### src/rtl/lap_display_ctrl.sv
// rtl/lap_display_ctrl.sv - lap capture, hold and recall between stopwatch time and 7-segment display
// Optional LAP_DELTA_EN: store splits (TIME minus previous capture) instead of absolute time.
module lap_display_ctrl #(
    parameter int DEPTH       = 8,
    parameter int HOLD_CYCLES = 200000000
) (
    input  logic        CLK,
    input  logic        XRST,
    input  logic        XLAP,
    input  logic        XRECALL,
    input  logic        CLEAR,
    input  logic        TIMER_RUN,
    input  logic [15:0] TIME,
    output logic [15:0] DISP_DATA,
    output logic [4:0]  LAP_CNT,
    output logic [3:0]  IDX,
    output logic        RECALL_MODE,
    output logic        FULL
);

    localparam int AW = $clog2(DEPTH);
    localparam int HW = (HOLD_CYCLES > 1) ? $clog2(HOLD_CYCLES) : 1;
    localparam logic [HW-1:0] HOLD_LAST = HW'(HOLD_CYCLES - 1);
    localparam logic [4:0] DEPTH_CNT = 5'(DEPTH);

    typedef enum logic [1:0] {LIVE, HOLD, RECALL} state_t;

    state_t        state;
    logic          lap_hist;
    logic          recall_hist;
    logic [HW-1:0] hold_ctr;
    logic [15:0]   hold_val;
    logic [15:0]   lap_buf [DEPTH];

    logic          lap_press;
    logic          recall_press;
    logic          do_recall_enter;
    logic          do_capture;
    logic [3:0]    next_idx;
    logic [15:0]   capture_val;

    assign lap_press    = lap_hist & ~XLAP;
    assign recall_press = recall_hist & ~XRECALL;

    // A recall press outranks a lap press in the same cycle even when it is ignored.
    assign do_recall_enter = (state != RECALL) && recall_press && (LAP_CNT != 5'd0);
    assign do_capture      = !CLEAR && (state != RECALL) && lap_press && !recall_press && TIMER_RUN;

    assign next_idx    = ({1'b0, IDX} == LAP_CNT - 5'd1) ? 4'd0 : IDX + 4'd1;
    assign FULL        = (LAP_CNT == DEPTH_CNT);
    assign RECALL_MODE = (state == RECALL);

`ifdef LAP_DELTA_EN
    logic [15:0] prev_cap;

    function automatic logic [15:0] bcd_sub(input logic [15:0] a, input logic [15:0] b);
        logic [15:0] r;
        logic        borrow;
        logic [4:0]  d;
        borrow = 1'b0;
        r      = '0;
        for (int i = 0; i < 4; i++) begin
            d = {1'b0, a[4*i +: 4]} - {1'b0, b[4*i +: 4]} - {4'b0, borrow};
            if (d[4]) begin
                d      = d + 5'd10;
                borrow = 1'b1;
            end else begin
                borrow = 1'b0;
            end
            r[4*i +: 4] = d[3:0];
        end
        return r;
    endfunction

    assign capture_val = bcd_sub(TIME, prev_cap);

    always_ff @(posedge CLK or posedge XRST) begin
        if (XRST) begin
            prev_cap <= '0;
        end else if (CLEAR) begin
            prev_cap <= '0;
        end else if (do_capture) begin
            prev_cap <= TIME;
        end
    end
`else
    assign capture_val = TIME;
`endif

    always_ff @(posedge CLK or posedge XRST) begin
        if (XRST) begin
            state       <= LIVE;
            lap_hist    <= 1'b1;
            recall_hist <= 1'b1;
            hold_ctr    <= '0;
            hold_val    <= '0;
            DISP_DATA   <= '0;
            LAP_CNT     <= '0;
            IDX         <= '0;
            for (int i = 0; i < DEPTH; i++) begin
                lap_buf[i] <= '0;
            end
        end else begin
            lap_hist    <= XLAP;
            recall_hist <= XRECALL;
            if (CLEAR) begin
                LAP_CNT   <= '0;
                IDX       <= '0;
                state     <= LIVE;
                hold_ctr  <= '0;
                DISP_DATA <= TIME;
            end else begin
                case (state)
                    RECALL: begin
                        if (recall_press) begin
                            state     <= LIVE;
                            IDX       <= '0;
                            DISP_DATA <= TIME;
                        end else if (lap_press) begin
                            IDX       <= next_idx;
                            DISP_DATA <= lap_buf[next_idx[AW-1:0]];
                        end
                    end
                    default: begin
                        if (do_recall_enter) begin
                            state     <= RECALL;
                            IDX       <= '0;
                            hold_ctr  <= '0;
                            DISP_DATA <= lap_buf[0];
                        end else if (do_capture) begin
                            if (!FULL) begin
                                lap_buf[LAP_CNT[AW-1:0]] <= capture_val;
                                LAP_CNT                  <= LAP_CNT + 5'd1;
                            end
                            hold_val  <= capture_val;
                            hold_ctr  <= '0;
                            state     <= HOLD;
                            DISP_DATA <= capture_val;
                        end else if (state == HOLD) begin
                            if (hold_ctr == HOLD_LAST) begin
                                state     <= LIVE;
                                hold_ctr  <= '0;
                                DISP_DATA <= TIME;
                            end else begin
                                hold_ctr  <= hold_ctr + 1'b1;
                                DISP_DATA <= hold_val;
                            end
                        end else begin
                            DISP_DATA <= TIME;
                        end
                    end
                endcase
            end
        end
    end

endmodule

### config.mk
export PLATFORM = sky130hd
export DESIGN_NAME = lap_display_ctrl
export DESIGN_NICKNAME = d
export VERILOG_FILES = /design/src/rtl/lap_display_ctrl.sv
export SDC_FILE = /design/constraint.sdc
export NUM_CORES = 1
export LEC_CHECK = 0
export BUFFER_PORTS_ARGS = -buffer_cell sky130_fd_sc_hd__clkbuf_2
export CORE_MARGIN = 10
export CORE_UTILIZATION = 43
export CTS_BUF_LIST = sky130_fd_sc_hd__clkbuf_8
export DETAILED_ROUTE_END_ITERATION = 7
export PLACE_DENSITY = 0.58
export RECOVER_POWER = 50
export REMOVE_ABC_BUFFERS = 1
export SETUP_SLACK_MARGIN = 0.05
export SLEW_MARGIN = 20
export SYNTH_ARGS = -nofsm -noshare
export SYNTH_HDL_FRONTEND = slang
export SYNTH_SLANG_ARGS = --single-unit
### constraint.sdc
create_clock -name CLK -period 5.35 [get_ports CLK]
set_input_delay 0.2675 -clock CLK [delete_from_list [all_inputs] [get_ports CLK]]
set_output_delay 0.2675 -clock CLK [all_outputs]
set_load 0.1 [all_outputs]
==> out/qor.yml <==
synth_top_cell_area_share: 0.476
outcome: "finished with violations"
start_kind: "input pin"
ant_nets: 0
post_drt_wl_per_cell_um: 21.0
hold_viol: 0
path_clk_slew_ns: 0.06
busiest_layer: "met2"
cts-hold-fix-buffers: 3
fmax_ghz: 0.313
grt_pass1_wl_um: 44300
violations: "max-capacitance violations, max-slew violations"
synthXorXnorAreaFrac: 0.0100
post-route-min-period_ns: 3.20
cp_max_fo: 114
place.gp.congestion: 0.843
area_growth_pct: 12.8
start_util: 0.434
clockBufferDepth: 3
crit_slowest_cell: "clkinvlp_4"
critPathKind: "in -> async"
finalSetupViolations: 0
io_pins: 49
nNetsFinal: 977
cts_tree: "yes"
globalRouteMet1Util: 0.246
p_per_area_nw_per_um2: 319
slowest_delay_ns: 1.50
drc: 0
grt_usage: 0.177
ir_worst_vdd_v: 0.000192
grt_util_met3: 0.0333
endpoint_kind: "async pin"
arrival_ns: 3.66
die_h_um: 176
synth_edf_count: 0
dp_hpwl_um: 16900
synth_top_cell_by_area: "dfrtp_1"
period_share: 0.598
htreeDepth: 2
fin_util: 0.490
num_vias: 7654
die_w_um: 176
slew_viol_final: 115
grt_max_degree: 115
place_worst_setup_slack_ns: 2.39
port_buffers: 48
synthFlopType: "dfrtp_1"
via_per_inst: 5.87
cts_root_buffer: "clkbuf_8"
dr.pass1.iters: 5
synthAdderAreaFrac: 0.00598
dieArea_um2: 31000
synth_compound_area_frac: 0.141
synth_area_leaders: "dfrtp_1, mux2_2, mux4_2"
p_leak_nw: 5.20
finalWirelength_um: 27300
synth-simple-area-share: 0.118
crit_chain: "dlygate4sd3_1, clkbuf_1, clkinvlp_4, clkbuf_2"
post_cts_buffers: 0
rows: 57
grt_pass1_vias: 7751
layout-drive-gt1-share: 0.297
syn_area_um2: 10500
worst-slew-pin-transition_ns: 2.50
synth_top_family_by_area: "multiplexers"
cp.required_ns: 5.81
crit_family: "buffers and inverters"
cts_buffers: 37
core_um2: 24100
finalClockSkew_ns: 0.0324
hold_class: "in -> reg"
synth_seq_cells: 201
synth_cell_types: 70
grt_antenna_before_repair: 1
maxCapViolCount: 1
drt_iter0_markers: 598
use_met2: 0.275
syn_inst: 921
cts.sinks: 201
muxShareOfSynthArea: 0.209
setup_slack_ns: 2.15
overflow: 0
syn_avg_cell_area_um2: 11.4
max-slew-margin-rel: -0.670
post_cts_resized: 0
yosysWarnings: 0
clkLatencyLatePin_ns: 0.54
synthArstFlopShare: 1.00
ys_seq_area_frac: 0.481
grt_setup_unrepaired: "false"
critPathBufInv: 4
Yosys cell counts, types with 7 or more instances:
cell type    n
nor3_1       8
a21oi_1     49
or4_1       13
mux4_2      16
o32ai_1     11
nand4_1      9
inv_1       13
a211oi_1    23
nand3_1     20
xnor2_1      8
clkbuf_1    38
mux2_2     145
dfrtp_1    199
buf_2       28
mux2i_1     19
o31ai_1     12
o21ai_0     65
a22oi_1     10
nor2_1      26
o311a_1     10
nand2_1     54
nand3b_1    11
nand2b_1    17
or3_1        7
layout by cell type, fill, tap and decap left out, types with 7 or more instances in the layout:
master,netlist,layout
dfrtp_1,199,198
mux2_2,145,145
o21ai_0,65,64
nand2_1,54,54
a21oi_1,49,49
clkbuf_8,0,48
clkbuf_2,2,29
nor2_1,26,26
a211oi_1,23,23
nand3_1,20,20
clkbuf_1,38,20
inv_1,13,19
mux2i_1,19,19
nand2b_1,17,17
mux4_2,16,16
or4_1,13,13
buf_4,3,13
o31ai_1,12,12
nand3b_1,11,11
o32ai_1,11,11
o311a_1,10,10
a22oi_1,10,10
nand4_1,9,9
xnor2_1,8,8
nor3_1,8,7
or3_1,7,7
cell type report:
cell class / instances / area [µm²]
fill: 2239 / 12300
multi-input combinational: 632 / 5080
clock buffer: 48 / 661
sequential: 201 / 5030
tap: 324 / 405
timing repair buffer: 65 / 348
inverter: 13 / 52.6
antenna: 1 / 2.50
clock inverter: 19 / 223
power by group:
| group | leakage (nW) | internal (W) | switching (W) | total (W) |
|---|---|---|---|---|
| clock network | 0.475 | 0.00105 | 0.000673 | 0.00173 |
| logic | 2.03 | 0.000112 | 0.000244 | 0.000356 |
| registers | 2.70 | 0.00161 | 0.0000725 | 0.00168 |
kinds of logic (layout without fill, tap and decap cells):
kind of cell               count (synthesis)  count (layout)
xor gates and xnor gates                  12              12
other                                      0               1
and+or+nand+nor                          211             211
buffers and inverters                     88             145
AOI/OAI and AO/OA                        224             224
DFF                                      201             201
muxes                                    180             180
adders and majority gates                  5               5
flip-flops by register name, indices dropped and copies added (netlist names):
signal	cells
DISP_DATA	16
IDX	4
LAP_CNT	5
hold_ctr	28
hold_val	16
lap_buf	128
lap_hist	1
recall_hist	1
state	2
routing by layer:
| layer | part of all wire | up-vias |
|---|---|---|
| li1 | - | 3527 |
| met1 | 0.47 | 3850 |
| met2 | 0.45 | 219 |
| met3 | 0.056 | 58 |
| met4 | 0.025 | 0 |
| met5 | 0 | - |
path summary, 6_finish.rpt:
path,startpoint,to,slack [ns],cells past startpoint
max reg2reg,state[1]$_DFFE_PP0P_,DISP_DATA[0]$_DFFE_PP0P_,2.35,8
min reg2reg,hold_val[12]$_DFFE_PP0P_,hold_val[12]$_DFFE_PP0P_,0.50,1
min,TIME[4],lap_buf[20]$_DFFE_PP0P_,0.14,2
max,XRST,DISP_DATA[4]$_DFFE_PP0P_,2.15,4
min in group asynchronous,XRST,LAP_CNT[1]$_DFFE_PP0P_,1.02,3
max in group CLK,state[1]$_DFFE_PP0P_,DISP_DATA[0]$_DFFE_PP0P_,2.35,8
per-stage QoR:
step                std cells  total power, W  cell area (µm²)  setup TNS [ns]  hold WS, ns
global route             1302         0.00392            11800               0        0.131
detailed placement       1232         0.00207            10900               0        0.383
global placement         1232         0.00206            10900               0        0.377
floorplan                 846         0.00195            10100          -78.91        0.272
CTS                      1302         0.00382            11800               0        0.111
finish                   1303         0.00377            11800               0        0.142
(Power assumes the default switching activity.)
